<file path="src/rtl/store_seq_pkg.sv">
`default_nettype none
// ============================================================================
// Module      : store_seq_pkg
// Description : Shared types and constants for the store-size sequencer:
//               FSM state encoding, merge-mux select codes and the reserved
//               store_op code.
// Revision    : 1.0 - initial release
// ============================================================================
package store_seq_pkg;

    // FSM state encoding, explicit 3-bit width
    typedef enum logic [2:0] {
        ST_IDLE    = 3'd0,
        ST_RD_WAIT = 3'd1,
        ST_LD_MDR  = 3'd2,
        ST_WRITE   = 3'd3,
        ST_DONE    = 3'd4
    } state_e;

    // Merge-mux select codes (also the store_op encoding for legal ops)
    localparam logic [1:0] SIZE_WORD = 2'b00;
    localparam logic [1:0] SIZE_HALF = 2'b01;
    localparam logic [1:0] SIZE_BYTE = 2'b10;

    // Reserved store_op, executed as a word store
    localparam logic [1:0] OP_RSVD   = 2'b11;

endpackage : store_seq_pkg
`default_nettype wire

</file>
<file path="src/rtl/store_size_sequencer.sv">
`default_nettype none
// ============================================================================
// Module      : store_size_sequencer
// Description : Multicycle control FSM sequencing sw/sh/sb stores through the
//               memory, MDR and store-size merge datapath. Word stores write
//               directly; half/byte stores read the target word into MDR,
//               select the merge mux and write the merged word back.
// Parameters  : MEM_LAT - cycles mem_rd is held before read data is valid
//                         (1..15)
//               CNT_W   - latency counter width, 2**CNT_W > MEM_LAT
// Ports       : clk       - system clock, rising edge
//               reset     - synchronous active-high reset
//               start     - store request, sampled only in IDLE
//               store_op  - 00 word, 01 half, 10 byte, 11 reserved (word)
//               addr_lo   - effective address [1:0] (alignment check only)
//               busy      - high in every non-IDLE state
//               done      - one-cycle completion pulse
//               mem_rd    - memory read enable
//               mem_wr    - memory write enable
//               mdr_load  - MDR write enable
//               size_ctrl - merge-mux select: 01 half, 10 byte, 00 word
//               misalign  - alignment fault pulse, coincident with done
// Macros      : STORE_ALIGN_CHECK_EN - enables the alignment fault check;
//               when undefined misalign is tied 0.
// Revision    : 1.0 - initial release
// ============================================================================
module store_size_sequencer
    import store_seq_pkg::*;
#(
    parameter int MEM_LAT = 1,
    parameter int CNT_W   = 4
) (
    input  logic       clk,
    input  logic       reset,
    input  logic       start,
    input  logic [1:0] store_op,
    input  logic [1:0] addr_lo,
    output logic       busy,
    output logic       done,
    output logic       mem_rd,
    output logic       mem_wr,
    output logic       mdr_load,
    output logic [1:0] size_ctrl,
    output logic       misalign
);

    localparam logic [CNT_W-1:0] c_LAT_M1 = CNT_W'(MEM_LAT - 1);

    state_e           r_state;
    logic [CNT_W-1:0] r_cnt;
    logic [1:0]       r_size;
    logic             r_fault;

    logic [1:0]       w_op;
    logic             w_fault;

    // Reserved op collapses to a word store before it is latched
    assign w_op = (store_op == OP_RSVD) ? SIZE_WORD : store_op;

`ifdef STORE_ALIGN_CHECK_EN
    // Byte stores are always aligned; halves need bit 0 clear, words both.
    assign w_fault = ((w_op == SIZE_HALF) && addr_lo[0]) ||
                     ((w_op == SIZE_WORD) && (addr_lo != 2'b00));
`else
    logic w_unused_addr_lo;
    assign w_unused_addr_lo = ^addr_lo;
    assign w_fault          = 1'b0;
`endif

    always_ff @(posedge clk) begin
        if (reset) begin
            r_state <= ST_IDLE;
            r_cnt   <= '0;
            r_size  <= SIZE_WORD;
            r_fault <= 1'b0;
        end else begin
            unique case (r_state)
                ST_IDLE: begin
                    if (start) begin
                        r_size  <= w_op;
                        r_fault <= w_fault;
                        // Preloaded here so RD_WAIT lasts exactly MEM_LAT cycles
                        r_cnt   <= c_LAT_M1;
                        if (w_fault) begin
                            r_state <= ST_DONE;
                        end else if (w_op == SIZE_WORD) begin
                            r_state <= ST_WRITE;
                        end else begin
                            r_state <= ST_RD_WAIT;
                        end
                    end
                end
                ST_RD_WAIT: begin
                    if (r_cnt == '0) begin
                        r_state <= ST_LD_MDR;
                    end else begin
                        r_cnt <= r_cnt - 1'b1;
                    end
                end
                ST_LD_MDR: r_state <= ST_WRITE;
                ST_WRITE:  r_state <= ST_DONE;
                ST_DONE:   r_state <= ST_IDLE;
                default:   r_state <= ST_IDLE;
            endcase
        end
    end

    // Moore decode: strobes are one-hot by construction of the state encoding
    always_comb begin
        busy      = (r_state != ST_IDLE);
        done      = (r_state == ST_DONE);
        mem_rd    = (r_state == ST_RD_WAIT);
        mdr_load  = (r_state == ST_LD_MDR);
        mem_wr    = (r_state == ST_WRITE);
        size_ctrl = (r_state == ST_IDLE) ? SIZE_WORD : r_size;
`ifdef STORE_ALIGN_CHECK_EN
        misalign  = (r_state == ST_DONE) && r_fault;
`else
        misalign  = 1'b0;
`endif
    end

`ifndef STORE_ALIGN_CHECK_EN
    logic w_unused_fault;
    assign w_unused_fault = r_fault;
`endif

endmodule : store_size_sequencer
`default_nettype wire

</file>
<file path="config.mk">
export PLATFORM = sky130hd
export DESIGN_NAME = store_size_sequencer
export DESIGN_NICKNAME = d
export VERILOG_FILES = /design/src/rtl/store_seq_pkg.sv /design/src/rtl/store_size_sequencer.sv
export SDC_FILE = /design/constraint.sdc
export NUM_CORES = 1
export LEC_CHECK = 0
export ABC_AREA = 1
export CORE_AREA = 5 5 42 44
export CTS_CLUSTER_DIAMETER = 40
export DETAILED_ROUTE_END_ITERATION = 10
export DIE_AREA = 0 0 47 49
export PLACE_DENSITY_LB_ADDON = 0.05
export SLEW_MARGIN = 20
export SYNTH_ARGS = -nofsm -noshare
export SYNTH_HDL_FRONTEND = slang
export SYNTH_SLANG_ARGS = --single-unit
</file>
<file path="constraint.sdc">
create_clock -name clk -period 3.17 [get_ports clk]
set_clock_uncertainty 0.2 [all_clocks]
set_input_delay 0.4755 -clock clk [delete_from_list [all_inputs] [get_ports clk]]
set_output_delay 0.4755 -clock clk [all_outputs]
set_load 0.05 [all_outputs]
</file>
==> results by group <==
Run status
  – Status: finished, final reports clean

Yosys
  – Most frequent cell after synthesis: inv_1
  – Ranking of synthesized cells by area: dfxtp_1, inv_1, ha_1, nor2_1, nand2_1
  – Synth cell count leaders: inv_1, nor2_1, nand2_1
  – Yosys top cell by area: dfxtp_1
  – Register bit count reported by yosys: 9
  – Distinct cells, synth: 16
  – Sequential fraction of the synthesis area: between 30 and 40%
  – EDFF count, synth: 0
  – Avg Cell Area, Syn: ~7.0 um^2
  – Area of the mapped netlist: ~550 um^2
  – Yosys top cell area share: approximately 33%
  – Syn Inst Count: 78
  – Top FF cell, synth: dfxtp_1
  – Yosys warning total: 0
  – Asr flop ratio synth: 0%
  – Post-Syn Nets: just under 90

Clock network
  – CTS root buf: clkbuf_4
  – # hold bufs at CTS: 0
  – Setup bufs post-CTS: 0
  – H-tree Lvls: 1
  – CTS Sinks: 9
  – Post-cts sizing count: 0
  – Clock-pin slew on the worst setup and hold paths: roughly 60 ps
  – CTS tree: built
  – Clk_lat worst skew: between 200 and 300 ps
  – CTS Buffer Depth: 2
  – CTS Buf Count: 3

Timing
  – Fmax: slightly above 400 MHz
  – Crit path time final: 2480 ps
  – Pins Over Slew Limit: 0
  – Max-slew headroom: roughly two thirds
  – Final period util: 78.4%
  – Final Hold Violating Endpoints: 0
  – Setup_tns: 0 ps
  – Worst slew pin tran: between 500 and 600 ps
  – Final Setup Violations: 0
  – RSZ-0062 raised after global routing: false

Die
  – Rows: 14
  – Starting Density: about two fifths
  – Vert. Die Dim: between 40 and 50 um
  – Ports: 15
  – Core area: approximately 0.0014 mm^2
  – Die ar.: approximately 0.0023 mm^2
  – Width of the die: roughly 47 um

Finish
  – Final net count: approximately 100
  – Fill count: around 160
  – Fraction of layout cells with a size suffix above 1: a little under 9%
  – Register area: 180 um^2
  – Area growth syn-to-layout: 27.2%
  – ANT cells: 0
  – Fin util: between 40% and 50%
  – Area of the multi-input gates: 307 um^2

Detailed routing
  – Vias per cell: 4.56
  – DRT antenna net count: 0
  – Vias after detailed routing: between 400 and 500
  – Routed wire length: about 1100 um
  – WL per Instance: roughly 10 um
  – Initial DRC Count: 12
  – Pre-Repair DR Iteration Count: 3
  – DRC Markers: 0

Global routing
  – First-pass GRT wire length: approximately 2000 um
  – Global route overflow: 0
  – Number of global-route vias before repair: about 490
  – Total GRT Usage: 11.6%
  – Largest net degree at the start of global routing: 9
  – Initial antenna violation count: 0

Hold path
  – Worst Hold Class: reg2reg

Flow run
  – Max-cap violations: 0

Worst setup path
  – Crit path buf inv count: 2
  – Critical Path, Cell by Cell: inv_1, nand2_1, nor2_1, nor2_1, clkdlybuf4s50_1
  – CP max stage delay: just over 800 ps
  – Worst EP required: 2490 ps
  – CP dominant cell by count: nor2_1
  – Worst path arrival time: approximately 1800 ps
  – CP Max Fanout: 5
  – Critical path launch point type: flop
  – Flop2flop setup slack: 1790 ps
  – Crit-path slowest cell: clkdlybuf4s50_1
  – Crit path capture type: primary output
  – Crit Path Category: reg2out
  – CP delay by family, top: buffers and inverters

Place
  – HPWL after DPL: ~890 um
  – Final RePlAce weighted congestion: ~0.75
  – PortBufs: 11

Power and ir drop
  – Static leakage: 0.323 nW
  – Pwr dens: approximately 1100 mW/mm^2
  – Peak supply drop: between 0.5 and 0.6 mV
  – Pwr Total: roughly 0.00075 W
[worst paths after layout]
kind / startpoint / end / cells past startpoint
max: r_state[0] / size_ctrl[1] / 5
min: r_size[1] / r_size[1] / 2
min reg2reg: r_size[1] / r_size[1] / 2
max reg2reg: r_cnt[0] / r_cnt[0] / 8
[stage by stage]
| stage | setup WS (ps) | std cells | hold WS, ps | cell area (um^2) |
|---|---|---|---|---|
| 6_report | 686 | 108 | 262 | 696 |
| 2_1_floorplan | 1050 | 78 | 229 | 547 |
| 5_1_grt | 584 | 108 | 290 | 696 |
| 3_5_place_dp | 951 | 104 | 250 | 669 |
| 3_3_place_gp | 972 | 104 | 241 | 669 |
| 4_1_cts | 675 | 108 | 263 | 696 |
[cells in the final DEF (no fill, tap or decap)]
cell type | synthesis | routed
a21oi_1 | 7 | 7
clkbuf_1 | 0 | 1
clkbuf_4 | 0 | 3
clkdlybuf4s50_1 | 0 | 11
conb_1 | 1 | 1
dfxtp_1 | 9 | 9
ha_1 | 4 | 4
inv_1 | 14 | 14
nand2_1 | 11 | 11
nand2_2 | 1 | 1
nand2_4 | 2 | 2
nand3_1 | 8 | 8
nand3_4 | 1 | 1
nor2_1 | 12 | 12
nor2_4 | 1 | 1
nor3_1 | 2 | 2
o21ai_0 | 3 | 3
xnor2_1 | 1 | 1
[kinds of logic after synthesis]
| kind of cell | share of synthesized area, % |
|---|---|
| xor gates and xnor gates | 1.60 |
| other | 0.686 |
| AOI/OAI and AO/OA | 9.15 |
| adders and majority gates | 9.15 |
| and+or+nand+nor | 35.5 |
| buffers and inverters | 11.0 |
| DFF | 33.0 |
[metal layers]
layer / global-route usage, % / part of all wire (%) / vias up
met4: 5.99 / 1.3 / 0
li1: - / - / 271
met2: 17.9 / 50 / 7
met3: 2.58 / 4.3 / 2
met5: 0 / 0 / -
met1: 14.4 / 44 / 213
[sequential cells by signal, indices dropped and copies added (netlist names)]
signal / count
r_size: 2
r_state: 3
r_cnt: 4
[cell type report]
class                           count  area share (%)
Clock buffer                        4            3.78
Inverter                           14            7.55
Multi-Input combinational cell     54            44.1
Sequential cell                     9            25.9
Tap cell                           16            2.88
Timing Repair Buffer               11            15.8
[power by group]
part           switching [W]  internal (W)  total (W)
Clock              0.0000390     0.0000484  0.0000873
Combinational       0.000316      0.000159   0.000476
Sequential         0.0000374      0.000153   0.000190
[worst reg2reg max path: stages, from the launching register on]
cell	delay, ps
dfxtp_1	340
inv_1	90
ha_1	200
nand2_1	130
nand2_4	100
nand2_4	80
nand2_1	50
nand2_1	50
nor2_1	30
(Power assumes the default switching activity.)
